File: src/rtl/latch_strobe_tx.sv
// latch_strobe_tx: write-side driver for a transparent D-latch bank.
// Each accepted word is driven onto d, then framed by an e pulse with
// SETUP_CYC setup cycles before it, PULSE_CYC cycles of e=1, and HOLD_CYC
// hold cycles after it. d and e are registered, so the latch never sees a
// glitch on e or a d change while e is high.
module latch_strobe_tx #(
  parameter int WIDTH     = 8,
  parameter int SETUP_CYC = 2,
  parameter int PULSE_CYC = 3,
  parameter int HOLD_CYC  = 1
) (
  input  logic             clk,
  input  logic             rst,
  input  logic             in_valid,
  input  logic [WIDTH-1:0] in_data,
  output logic             in_ready,
  output logic [WIDTH-1:0] d,
  output logic             e,
  output logic             busy,
  output logic             done
);

  localparam int MAXP_SP = (SETUP_CYC > PULSE_CYC) ? SETUP_CYC : PULSE_CYC;
  localparam int MAXP    = (MAXP_SP > HOLD_CYC) ? MAXP_SP : HOLD_CYC;
  localparam int CW      = $clog2(MAXP) + 1;

  localparam logic [CW-1:0] SETUP_LD = CW'(SETUP_CYC - 1);
  localparam logic [CW-1:0] PULSE_LD = CW'(PULSE_CYC - 1);
  localparam logic [CW-1:0] HOLD_LD  = CW'(HOLD_CYC - 1);

  typedef enum logic [1:0] {
    ST_IDLE   = 2'd0,
    ST_SETUP  = 2'd1,
    ST_STROBE = 2'd2,
    ST_HOLD   = 2'd3
  } state_t;

  state_t           r_state;
  logic [CW-1:0]    r_cnt;
  logic [WIDTH-1:0] r_d;
  logic             r_e;
  logic             r_done;

  state_t           w_state_nxt;
  logic [CW-1:0]    w_cnt_nxt;
  logic [WIDTH-1:0] w_d_nxt;
  logic             w_e_nxt;
  logic             w_done_nxt;
  logic             w_cnt_zero;
  logic [CW-1:0]    w_cnt_dec;

  assign w_cnt_zero = (r_cnt == '0);
  assign w_cnt_dec  = r_cnt - CW'(1);

  // State register plus registered d/e/done; reset drops e immediately.
  always_ff @(posedge clk or posedge rst) begin
    if (rst) begin
      r_state <= ST_IDLE;
      r_cnt   <= '0;
      r_d     <= '0;
      r_e     <= 1'b0;
      r_done  <= 1'b0;
    end else begin
      r_state <= w_state_nxt;
      r_cnt   <= w_cnt_nxt;
      r_d     <= w_d_nxt;
      r_e     <= w_e_nxt;
      r_done  <= w_done_nxt;
    end
  end

  // Next-state logic. done is computed one cycle early so the registered
  // copy is high exactly in the HOLD cycle where the counter reads zero.
  always_comb begin
    w_state_nxt = r_state;
    w_cnt_nxt   = r_cnt;
    w_d_nxt     = r_d;
    w_e_nxt     = r_e;
    w_done_nxt  = 1'b0;
    unique case (r_state)
      ST_IDLE: begin
        w_e_nxt = 1'b0;
        if (in_valid) begin
          w_d_nxt     = in_data;
          w_cnt_nxt   = SETUP_LD;
          w_state_nxt = ST_SETUP;
        end
      end
      ST_SETUP: begin
        if (w_cnt_zero) begin
          w_e_nxt     = 1'b1;
          w_cnt_nxt   = PULSE_LD;
          w_state_nxt = ST_STROBE;
        end else begin
          w_cnt_nxt = w_cnt_dec;
        end
      end
      ST_STROBE: begin
        if (w_cnt_zero) begin
          w_e_nxt     = 1'b0;
          w_cnt_nxt   = HOLD_LD;
          w_state_nxt = ST_HOLD;
          w_done_nxt  = (HOLD_LD == '0);
        end else begin
          w_cnt_nxt = w_cnt_dec;
        end
      end
      ST_HOLD: begin
        if (w_cnt_zero) begin
          w_state_nxt = ST_IDLE;
        end else begin
          w_cnt_nxt  = w_cnt_dec;
          w_done_nxt = (r_cnt == CW'(1));
        end
      end
      default: begin
        w_state_nxt = ST_IDLE;
        w_e_nxt     = 1'b0;
      end
    endcase
  end

  assign in_ready = (r_state == ST_IDLE);
  assign busy     = (r_state != ST_IDLE);
  assign d        = r_d;
  assign e        = r_e;
  assign done     = r_done;

endmodule

File: config.mk
export PLATFORM = sky130hd
export DESIGN_NAME = latch_strobe_tx
export DESIGN_NICKNAME = d
export VERILOG_FILES = /design/src/rtl/latch_strobe_tx.sv
export SDC_FILE = /design/constraint.sdc
export NUM_CORES = 1
export LEC_CHECK = 0
export ABC_AREA = 1
export BUFFER_PORTS_ARGS = -buffer_cell sky130_fd_sc_hd__buf_2
export CAP_MARGIN = 15
export CORE_MARGIN = 1.5
export CORE_UTILIZATION = 56
export CTS_BUF_LIST = sky130_fd_sc_hd__clkbuf_8
export CTS_CLUSTER_DIAMETER = 60
export CTS_CLUSTER_SIZE = 20
export DETAILED_ROUTE_END_ITERATION = 8
export PLACE_DENSITY_LB_ADDON = 0.3
export SLEW_MARGIN = 20
export SYNTH_ARGS = -nofsm -noshare
export SYNTH_HDL_FRONTEND = slang
export SYNTH_SLANG_ARGS = --single-unit
File: constraint.sdc
create_clock -name clk -period 3.6 [get_ports clk]
set_input_delay 0.36 -clock clk [delete_from_list [all_inputs] [get_ports clk]]
set_output_delay 0.36 -clock clk [all_outputs]
set_load 0.02 [all_outputs]
==> results.md <==
- The tool flagged a number of max-cap violations equal to 0.
- The transition time of the tightest slew-check pin is 558 ps.
- Of the post-synthesis cell area, the dominant cell type holds 0.460.
- The switching power is 0.450 mW.
- The async set-or-reset flop fraction in the synthesized netlist is 1.00.
- The internal cell power is 0.545 mW.
- The final net count is 128.
- The critical path endpoint category is a primary output.
- The number of global-route vias before repair is between 500 and 600.
- Measured along the x axis, the die boundary spans 41.2 um.
- Relative to the synthesized area, the layout overhead comes to 21.5%.
- Data on the critical path arrives at its endpoint at 1250 ps.
- Once detail routing completed, the nets flagged for antenna violations numbered 0.
- The initial utilization of the core area, before any placement, comes to 0.612.
- The total wire length after detailed routing is ~1500 um.
- In the synthesized netlist, the number of instances is 81.
- Dividing total power by cell area gives a power density of 1000 nW/um2.
- The die covers between 1500 and 2000 um2.
- The max-slew violation count is 0.
- Among all flip-flop cells after synthesis, the most frequent one is sky130_fd_sc_hd__dfrtp_1.
- The share of total power dissipated in combinational logic is 0.564.
- Entering global routing, the biggest net connects 16 pins.
- The number of port buffers is 22.
- At the end of routability-driven placement, the weighted congestion stood at approximately 0.8.
- The flow ran to the end, and the final reports show no timing, DRC or antenna violations.
- After synthesis, the netlist uses 15 different library cells.
- In this run the worst setup path begins at r_state[1].
- The number of vias per cell after detailed routing is 5.02.
- Setup repair after global routing left no endpoint under its margin.
- Of the total power, the share spent switching nets is 0.452.
- The flip-flop and latch count after synthesis is 15.
- The category of the critical setup timing path is reg -> out.
- The violation count after the first detailed-routing iteration is 1.
- The layout has 104 filler cells.
- The global-route wire length before repair is between 2000 and 2500 um.
- Across all hold checks on the routed design, the worst slack comes to 152 ps.
- Sorting the synthesized cells by area gives the leading types as sky130_fd_sc_hd__dfrtp_1 46%, sky130_fd_sc_hd__ha_1 14%, sky130_fd_sc_hd__mux2_2 11%, sky130_fd_sc_hd__inv_1 6.0%, sky130_fd_sc_hd__nand2_1 4.1%.
- The worst endpoint required time is 3240 ps.
- The most common cell in the netlist is sky130_fd_sc_hd__dfrtp_1.
- The count of yosys warnings during synthesis is 0.
- The floorplan has 13 rows.
- Along the worst path, the maximum fanout reaches 5.
- Across all layers, the routed design uses 613 vias.
- The clock passes through at most 2 buffers.
- The share of the clock period used by the worst path is 0.448.
- The count of flip-flops with a built-in enable after synthesis is 0.
- The global-route congestion overflow total is 0.
- The post-synthesis net count is slightly above 100.
- Of all cell types, the one taking the most synthesized area is sky130_fd_sc_hd__dfrtp_1.
- The class of the tightest hold or removal check is in -> async.
- The deepest level of the CTS H-tree is 1.
- In this run the vertical extent of the chip is 41.2 um.
- The total global-route track usage is 0.222.
- The fraction of layout instances using a drive strength above 1 is 0.383.
- 0 antenna diodes ended up in the layout.
- The mean instance size in the synthesized netlist is between 10 and 15 um2.
- The leakage power is 0.548 nW.
- The kind of start point of the critical path is a flop.
- Derived from the worst setup path, the maximum achievable clock frequency is just over 600 MHz.
- The cell at the root of the clock tree is sky130_fd_sc_hd__clkbuf_8.
- The startpoint identified for the worst register-to-register timing path is r_state[0].
- Across all register-to-register paths, the minimum setup slack is between 2000 and 2500 ps.
- The total standard cell area after synthesis is 816 um2.
- The detail-routed net length per standard cell is between 10 and 15 um.
- During I/O placement, the number of pins put on the boundary was 23.
- The headroom to the max-slew limit is 0.627.
- The worst path needs ~1600 ps of the cycle, external delays included.
- The accumulated negative setup slack is 0 ps.
- The sink count of the clock tree is 15.
- The number of setup violations in the final report is 0.
- The first-pass iteration count of the detailed router is 2.
- Counting instances in the post-synthesis netlist gives the leading cell types as 15 x sky130_fd_sc_hd__dfrtp_1, 13 x sky130_fd_sc_hd__inv_1, 9 x sky130_fd_sc_hd__ha_1, 9 x sky130_fd_sc_hd__nand2_1, 8 x sky130_fd_sc_hd__mux2_2.
- Of the total power, the clock network draws 0.139.
- The clock reaches the later pin of the worst-skew pair after 250 ps.
- The clock tree from TritonCTS is yes.
- For this design, the CTS-stage hold fixing added 0 buffers.
- Clock skew on the completed layout was measured at 1.17 ps.
- The number of buffers inserted during clock tree synthesis is 3.
- In this run the post-CTS setup repair buffer count came out at 0.
- Of the synthesized area, sequential elements account for 0.460.
- The clock transition at the registers of the reported paths is 60 ps.
- The number of DRC violations after detailed routing is 0.
- The portion of total power attributed to sequential cells is 0.297.
- The final hold violation count is 0.
- Gates resized during post-CTS repair numbered 0.
- The initial antenna violation count was 0.
- Across the VDD grid, the largest voltage drop is about 0.00056 V.
- The core region is 1330 um2.
- Detailed placement ended at an HPWL of between 1000 and 1500 um.
[final cells by class]
class                   instances  area [um2]  area share
clock buffers                   3        41.3      0.0417
clock inverters                 1        5.00     0.00505
inverters                      14        52.6      0.0530
multi-input cells              52         388       0.391
flip-flops and latches         15         375       0.379
well taps                      15        18.8      0.0189
repair buffers                 22         110       0.111
[layout by cell type (no fill, tap or decap)]
| cell | Yosys | layout |
|---|---|---|
| sky130_fd_sc_hd__a21oi_1 | 3 | 3 |
| sky130_fd_sc_hd__buf_2 | 0 | 22 |
| sky130_fd_sc_hd__clkbuf_8 | 0 | 3 |
| sky130_fd_sc_hd__clkinv_2 | 0 | 1 |
| sky130_fd_sc_hd__dfrtp_1 | 15 | 15 |
| sky130_fd_sc_hd__ha_1 | 9 | 9 |
| sky130_fd_sc_hd__inv_1 | 13 | 13 |
| sky130_fd_sc_hd__inv_2 | 1 | 1 |
| sky130_fd_sc_hd__mux2_2 | 8 | 8 |
| sky130_fd_sc_hd__nand2_1 | 9 | 9 |
| sky130_fd_sc_hd__nand2_2 | 1 | 1 |
| sky130_fd_sc_hd__nand2_4 | 2 | 2 |
| sky130_fd_sc_hd__nand3_1 | 6 | 6 |
| sky130_fd_sc_hd__nand3_2 | 2 | 2 |
| sky130_fd_sc_hd__nor2_1 | 5 | 5 |
| sky130_fd_sc_hd__o21ai_0 | 4 | 4 |
| sky130_fd_sc_hd__o21ai_1 | 2 | 2 |
| sky130_fd_sc_hd__o21ai_2 | 1 | 1 |
[flip-flops by register name, summed over array words and instances, names as in the netlist]
| name | count |
|---|---|
| d | 8 |
| r_cnt | 3 |
| r_state | 2 |
| done | 1 |
| e | 1 |
[layer usage]
metal	up-vias	routed length (um)	global-route usage
met4	0	31	0.153
met1	279	640	0.245
li1	311	-	-
met2	18	798	0.383
met5	-	0	0
met3	5	55	0.0380
[power groups by stage]
stage / sequential (mW) / combinational (mW) / clock, mW
6_report: 0.295 / 0.562 / 0.138
5_1_grt: 0.310 / 0.630 / 0.145
4_1_cts: 0.296 / 0.566 / 0.140
3_5_place_dp: 0.298 / 0.554 / 0
3_3_place_gp: 0.294 / 0.537 / 0
2_1_floorplan: 0.365 / 0.346 / 0
[cells by family (layout without fill, tap and decap cells)]
logic type               after synthesis  after routing  synth area share
buffers and inverters                 14             40            0.0644
adder cells (fa/ha/maj)                9              9             0.138
multiplexers                           8              8             0.110
AND/OR/NAND/NOR                       25             25             0.161
AO/OA/AOI/OAI                         10             10            0.0659
flip-flops                            15             15             0.460
[critical path, cell delays in order, from the launching register on]
cell                      delay (ps)
sky130_fd_sc_hd__dfrtp_1         430
sky130_fd_sc_hd__inv_1           130
sky130_fd_sc_hd__ha_1            240
sky130_fd_sc_hd__inv_1            50
sky130_fd_sc_hd__buf_2           150
[metrics by stage]
stage	instance area (um2)	utilization	total power, mW	setup slack (ps)	instances
3_3_place_gp	945	0.708	0.831	2230	118
4_1_cts	991	0.743	1.00	1990	122
6_report	991	0.743	0.995	1990	122
3_5_place_dp	945	0.708	0.852	2160	118
5_1_grt	991	0.743	1.09	1940	122
2_1_floorplan	816	-	0.711	2180	81
[path summary, 6_finish.rpt]
check	to	cells past startpoint
hold reg to reg	e	2
setup / recovery	busy	4
hold / removal	d[1]	2
min in group clk	d[7]	2
setup reg to reg	d[5]	4
max in group asynchronous	r_cnt[1]	2
No activity file was read; power rests on OpenSTA's default activity.
